`src/rtl/rs_ssc_dsd_pkg.sv`:
```
// Shared constants, FSM state type and GF(2^8) constant-multiply helpers
// for the SSC-DSD Reed-Solomon encoder.
package rs_ssc_dsd_pkg;

    // Low byte of the primitive polynomial x^8+x^6+x^4+x^3+x^2+x+1 (0x15F)
    localparam logic [7:0] GF_POLY    = 8'h5F;

    localparam int N_DATA_SYM = 36;
    localparam int N_CHK_SYM  = 3;
    localparam int SYM_W      = 8;
    localparam int DATA_W     = N_DATA_SYM * SYM_W;                 // 288
    localparam int CW_W       = (N_DATA_SYM + N_CHK_SYM) * SYM_W;   // 312

    // Largest alpha exponent ever requested: a^(2K) with K up to 36
    localparam int MAX_ALPHA_POW = 128;

    typedef enum logic [1:0] {
        IDLE = 2'd0,
        ENC  = 2'd1,
        OUT  = 2'd2
    } enc_state_t;

    // Single multiply by alpha: shift left, fold the overflow bit back in.
    function automatic logic [SYM_W-1:0] gf_mul_alpha(input logic [SYM_W-1:0] sym);
        logic [SYM_W-1:0] res;
        res = {sym[SYM_W-2:0], 1'b0};
        if (sym[SYM_W-1]) begin
            res = res ^ GF_POLY;
        end
        return res;
    endfunction

    // Multiply by a^k. k is always an elaboration-time constant at the call
    // sites, so this collapses to a fixed XOR network.
    function automatic logic [SYM_W-1:0] gf_mul_alpha_pow(input logic [SYM_W-1:0] sym,
                                                          input int               k);
        logic [SYM_W-1:0] res;
        res = sym;
        for (int n = 0; n < MAX_ALPHA_POW; n++) begin
            if (n < k) begin
                res = gf_mul_alpha(res);
            end
        end
        return res;
    endfunction

endpackage

```
`src/rtl/rs_ssc_dsd_encoder_fold.sv`:
```
// One Horner step: folds K data symbols into the three check accumulators.
// Symbol j of the group sits at syms_i[(K-j)*8-1 -: 8], i.e. the lowest
// symbol index of the group is in the most significant byte.
module rs_ssc_dsd_fold
    import rs_ssc_dsd_pkg::*;
#(
    parameter int K = 4
) (
    input  logic [K*SYM_W-1:0] syms_i,
    input  logic [SYM_W-1:0]   acc0_i,
    input  logic [SYM_W-1:0]   acc1_i,
    input  logic [SYM_W-1:0]   acc2_i,
    output logic [SYM_W-1:0]   acc0_o,
    output logic [SYM_W-1:0]   acc1_o,
    output logic [SYM_W-1:0]   acc2_o
);

    logic [SYM_W-1:0] sym_w  [K];
    logic [SYM_W-1:0] term1_w[K];
    logic [SYM_W-1:0] term2_w[K];

    // Per-symbol weighting: a^j for P1 and a^(2j) for P2
    genvar gi;
    generate
        for (gi = 0; gi < K; gi++) begin : g_term
            assign sym_w[gi]   = syms_i[(K-gi)*SYM_W-1 -: SYM_W];
            assign term1_w[gi] = gf_mul_alpha_pow(sym_w[gi], gi);
            assign term2_w[gi] = gf_mul_alpha_pow(sym_w[gi], 2 * gi);
        end
    endgenerate

    // Shift the running sums by a^K / a^(2K) and add this group's terms
    always_comb begin
        acc0_o = acc0_i;
        acc1_o = gf_mul_alpha_pow(acc1_i, K);
        acc2_o = gf_mul_alpha_pow(acc2_i, 2 * K);
        for (int j = 0; j < K; j++) begin
            acc0_o = acc0_o ^ sym_w[j];
            acc1_o = acc1_o ^ term1_w[j];
            acc2_o = acc2_o ^ term2_w[j];
        end
    end

endmodule

```
`src/rtl/rs_ssc_dsd_encoder.sv`:
```
// Iterative systematic RS encoder producing the 39-symbol SSC-DSD codeword.
// Accepts one data word, folds SYMS_PER_CYCLE symbols per cycle from the
// highest group down to group 0, then holds the codeword until accepted.
module rs_ssc_dsd_encoder
    import rs_ssc_dsd_pkg::*;
#(
    parameter int SYMS_PER_CYCLE = 4   // must divide 36
) (
    input  logic              clk,
    input  logic              rst_n,
    input  logic              in_valid,
    output logic              in_ready,
    input  logic [DATA_W-1:0] data_in,
    output logic              out_valid,
    input  logic              out_ready,
    output logic [CW_W-1:0]   codeword_out
);

    localparam int K     = SYMS_PER_CYCLE;
    localparam int NG    = N_DATA_SYM / K;
    localparam int GRP_W = (NG > 1) ? $clog2(NG) : 1;
    localparam int GRP_BITS = K * SYM_W;

    enc_state_t        state_q;
    logic [DATA_W-1:0] data_q;
    logic [GRP_W-1:0]  grp_q;
    logic [SYM_W-1:0]  acc0_q, acc1_q, acc2_q;
    logic [SYM_W-1:0]  acc0_d, acc1_d, acc2_d;
    logic              in_ready_q;
    logic              out_valid_q;
    logic [CW_W-1:0]   cw_q;

    logic [GRP_BITS-1:0] grp_bank_w[NG];
    logic [GRP_BITS-1:0] grp_syms_w;

    // Slice the latched word into groups; group g holds symbols g*K..g*K+K-1
    genvar gi;
    generate
        for (gi = 0; gi < NG; gi++) begin : g_bank
            assign grp_bank_w[gi] = data_q[DATA_W-1-gi*GRP_BITS -: GRP_BITS];
        end
    endgenerate

    // Select the group being folded this cycle
    always_comb begin
        grp_syms_w = grp_bank_w[grp_q];
    end

    rs_ssc_dsd_fold #(
        .K (K)
    ) u_fold (
        .syms_i (grp_syms_w),
        .acc0_i (acc0_q),
        .acc1_i (acc1_q),
        .acc2_i (acc2_q),
        .acc0_o (acc0_d),
        .acc1_o (acc1_d),
        .acc2_o (acc2_d)
    );

    // Control FSM with registered handshake outputs and codeword register
    always_ff @(posedge clk or negedge rst_n) begin
        if (!rst_n) begin
            state_q     <= IDLE;
            data_q      <= '0;
            grp_q       <= '0;
            acc0_q      <= '0;
            acc1_q      <= '0;
            acc2_q      <= '0;
            in_ready_q  <= 1'b1;
            out_valid_q <= 1'b0;
            cw_q        <= '0;
        end else begin
            case (state_q)
                IDLE: begin
                    if (in_valid) begin
                        data_q     <= data_in;
                        acc0_q     <= '0;
                        acc1_q     <= '0;
                        acc2_q     <= '0;
                        grp_q      <= GRP_W'(NG - 1);
                        in_ready_q <= 1'b0;
                        state_q    <= ENC;
                    end
                end
                ENC: begin
                    acc0_q <= acc0_d;
                    acc1_q <= acc1_d;
                    acc2_q <= acc2_d;
                    if (grp_q == '0) begin
                        // Last group: publish straight from the fold outputs
                        cw_q        <= {data_q, acc0_d, acc1_d, acc2_d};
                        out_valid_q <= 1'b1;
                        state_q     <= OUT;
                    end else begin
                        grp_q <= grp_q - 1'b1;
                    end
                end
                OUT: begin
                    if (out_ready) begin
                        out_valid_q <= 1'b0;
                        in_ready_q  <= 1'b1;
                        state_q     <= IDLE;
                    end
                end
                default: begin
                    out_valid_q <= 1'b0;
                    in_ready_q  <= 1'b1;
                    state_q     <= IDLE;
                end
            endcase
        end
    end

    assign in_ready     = in_ready_q;
    assign out_valid    = out_valid_q;
    assign codeword_out = cw_q;

endmodule

```
`config.mk`:
```
export PLATFORM = sky130hd
export DESIGN_NAME = rs_ssc_dsd_encoder
export DESIGN_NICKNAME = d
export VERILOG_FILES = /design/src/rtl/rs_ssc_dsd_pkg.sv /design/src/rtl/rs_ssc_dsd_encoder_fold.sv /design/src/rtl/rs_ssc_dsd_encoder.sv
export SDC_FILE = /design/constraint.sdc
export NUM_CORES = 1
export LEC_CHECK = 0
export ABC_AREA = 1
export CELL_PAD_IN_SITES_DETAIL_PLACEMENT = 2
export CELL_PAD_IN_SITES_GLOBAL_PLACEMENT = 2
export CORE_MARGIN = 2
export CORE_UTILIZATION = 29
export DETAILED_ROUTE_END_ITERATION = 10
export PLACE_DENSITY_LB_ADDON = 0.1
export SYNTH_ARGS = -nofsm -noshare
export SYNTH_HDL_FRONTEND = slang
export SYNTH_HIERARCHICAL = 1
export SYNTH_SLANG_ARGS = --single-unit
```
`constraint.sdc`:
```
create_clock -name clk -period 2.9 [get_ports clk]
set_clock_uncertainty 0.1 [all_clocks]
set_input_delay 0.58 -clock clk [delete_from_list [all_inputs] [get_ports clk]]
set_output_delay 0.58 -clock clk [all_outputs]
set_load 0.05 [all_outputs]
```
==> impl_results.md <==
- Outcome: complete, but fails checks
- Failing checks: setup timing
- Worst setup SP type: flip-flop
- DRC violation total after the first TritonRoute iteration: approximately 1.5k
- Mapped Area: 0.0283 sq mm
- I/O pin count: 606
- Clock tree from TritonCTS: done
- Final worst slack: -0.0574 ns
- Flops & latches, synth: approximately 630
- Buffer cell driving the clock tree root: sky130_fd_sc_hd__clkbuf_16
- Most common cell after layout, fill and taps aside: sky130_fd_sc_hd__nand2_1
- Crit path arrival time: 3.37 ns
- Synthesis-to-layout area growth: 44.3%
- Max-cap violations: 0
- Total global routing overflow: 0
- Pin count of the biggest net entering global routing: 128
- Port buffer count: 605
- Crit path capture type: flip-flop
- Detailed Route WL: about 140000 microns
- Y dimension of the die: around 320 microns
- Transition time at the pin with the least slew margin: between 0.7 and 0.8 ns
- HPWL after detailed placement: ~100000 microns
- Total global-route track usage: roughly 27%
- Required time of the critical path: ~3.3 ns
- Vias after detailed routing: approximately 27k
- Starting utilization of the core area: between 20% and 30%
- Synthesized netlist net count: 3830
- Capture point of the worst reg-to-reg path: codeword_out[2]$_DFFE_PN0P_
- Number of levels in the clock H-tree: 3
- Via density per instance: 4.83
- Global placer's final weighted congestion: 0.842
- Maximum clock frequency: between 300 and 400 MHz
- Synthesized area divided by synthesized cell count: between 8 and 9 sq um
- Post-Place Setup Slack: -0.382 ns
- Clock transition at path regs: roughly 0.060 ns
- CTS max path bufs: 3
- Buffers and inverters on the worst path: 6
- CP most frequent cell: sky130_fd_sc_hd__nand2_2
- Detailed Routing Iterations Pass 1: 5
- Worst min path class: in -> async
- Setup violation total in the final timing report: 5
- TritonCTS buffer count: 79
- Crit path max-delay cell type: sky130_fd_sc_hd__dfrtp_4
- Fin Setup TNS: -0.211 ns
- Worst Setup Path Type: reg -> reg
- Crit path time final: roughly 3.0 ns
- Crit path capture: codeword_out[2]$_DFFE_PN0P_
- Cells after synthesis: 3537
- Final Hold Violating Endpoints: 0
- Full die area: around 0.1 sq mm
- Sequential area share after synthesis: between 50% and 60%
- ANT nets after route: 0
- Depth of the worst register-to-register path: 19
- First-pass GRT wire length: around 200000 microns
- Worst slew margin relative to its limit: between 50 and 60%
- Initial antenna violation count: 7
- Yosys warning count: 6
- Total number of placement rows: between 100 and 150
- Core region area: around 0.097 sq mm
- CP max stage delay: between 0.5 and 0.6 ns
- R2R Setup Slk: -0.06 ns
- Commonest cells after routing, fill and taps aside: 1780 x sky130_fd_sc_hd__nand2_1, 629 x sky130_fd_sc_hd__dfrtp_1, 602 x sky130_fd_sc_hd__clkdlybuf4s50_1
- Worst-skew pair later-pin latency: between 0.6 and 0.7 ns
- Setup repair after global routing missed its margin: yes
- Cell variety after synth: 29
- Drt wl/cell: 24.7 microns
- Die span in x: ~320 microns
- Share of the clock period used by the worst path: 102%
- Largest delay contributor family on the critical path: simple AND/OR/NAND/NOR gates
- DR DRC count: 0
- Number of global-route vias before repair: slightly below 30k
- Beginning of the critical path: grp_q[0]$_DFFE_PN0P_
- Layout cells sized above 1: 12.1%
- Net count reported at finish: 4509
- Critical path depth: 19
- Largest fanout on the critical path: 7
- Pins over their slew limit: 0
- Number of clock sinks seen by CTS: ~630
- Cell chain of the critical path: buf_8, buf_12, nand2_4, nand3_4, nand2_2, nand2_2, nand3_2, buf_12, buf_8, xor2_4, buf_6, xor2_1, nand2_1, nand2_2, nand3_2, nand2_2, inv_2, nand2_2, nand2_1
- Critical R2R Launch: grp_q[0]$_DFFE_PN0P_
how the worst min path moves through the flow:
| stage | endpoint | startpoint | slack [ns] | cells past startpoint |
|---|---|---|---|---|
| 2_1_floorplan | acc0_q[0]$_DFFE_PN0P_ | rst_n | 0.18 | 0 |
| 3_3_place_gp | codeword_out[124]$_DFFE_PN0P_ | codeword_out[124]$_DFFE_PN0P_ | 0.35 | 2 |
| 3_5_place_dp | codeword_out[141]$_DFFE_PN0P_ | codeword_out[141]$_DFFE_PN0P_ | 0.36 | 2 |
| 4_1_cts | data_q[110]$_DFFE_PN0P_ | data_in[110] | 0.35 | 3 |
| 5_1_grt | data_q[236]$_DFFE_PN0P_ | data_in[236] | 0.38 | 3 |
| 6_report | codeword_out[221]$_DFFE_PN0P_ | rst_n | 0.37 | 2 |
per-stage QoR:
step / cells / hold slack (ns) / area (sq um) / util (%)
3_5_place_dp: 5386 / 0.362 / 36700 / 38.0
2_1_floorplan: 3537 / 0.184 / 28300 / -
6_report: 5556 / 0.372 / 40900 / 42.3
3_3_place_gp: 5386 / 0.354 / 36700 / 38.0
5_1_grt: 5556 / 0.381 / 40900 / 42.3
4_1_cts: 5544 / 0.351 / 40000 / 41.4
kinds of logic (layout without fill, tap and decap cells):
group / after synthesis / count (layout) / share of synthesized area (%)
buffers and inverters: 395 / 1137 / 6.15
XOR/XNOR: 115 / 115 / 3.66
AND/OR/NAND/NOR: 2114 / 2114 / 29.3
flip-flops: 632 / 632 / 55.8
adder cells (fa/ha/maj): 1 / 1 / 0.0442
other: 0 / 1 / 0
AO/OA/AOI/OAI: 280 / 280 / 4.96
area by class of cell:
| type | instances | area, sq um |
|---|---|---|
| Sequential cell | 632 | 15800 |
| Antenna cell | 1 | 2.50 |
| Multi-Input combinational cell | 2510 | 11800 |
| Timing Repair inverter | 1 | 6.26 |
| Inverter | 195 | 761 |
| Clock inverter | 28 | 355 |
| Clock buffer | 116 | 2360 |
| Timing Repair Buffer | 797 | 8210 |
| Tap cell | 1276 | 1600 |
| Fill cell | 10709 | 55800 |
cell usage after synthesis, drive strengths merged:
cell type | instances | area (sq um)
a21oi | 1 | 5.00
buf | 144 | 800
clkbuf | 56 | 210
dfrtp | 631 | 15800
dfstp | 1 | 26.3
ha | 1 | 12.5
inv | 195 | 732
nand2 | 1843 | 6940
nand3 | 252 | 1260
nand3b | 5 | 37.5
nand4 | 1 | 6.26
nor2 | 11 | 56.3
o21ai | 277 | 1390
o22ai | 1 | 6.26
o31ai | 1 | 7.51
or2 | 2 | 12.5
xnor2 | 63 | 567
xor2 | 52 | 470
layer usage:
metal,track usage (%),part of all wire (%),up-vias,wire length (microns)
met4,7.90,2.9,12,4010
met3,4.24,4.2,161,5790
met2,46.1,49,586,67700
met5,0,0.058,-,80
li1,-,-,12281,-
met1,35.4,44,13803,59800
sequential cells by signal, summed over array words and instances (netlist names):
| name | flops |
|---|---|
| codeword_out | 312 |
| data_q | 288 |
| acc0_q | 8 |
| acc1_q | 8 |
| acc2_q | 8 |
| grp_q | 4 |
| state_q | 2 |
| in_ready | 1 |
| out_valid | 1 |
timing repair:
item | 4_1_cts | 5_1_grt
setup endpoints to repair | 35 | 39
pin swaps | 11 | 35
cloned | 4 | 4
hold endpoints to repair | 31 | 0
hold buffers | 1 | 0
setup buffers | 9 | 7
resized for setup | 76 | 151
Power is not shown: default switching activity piles up to over one toggle a cycle in this logic, so the estimate is an artifact.
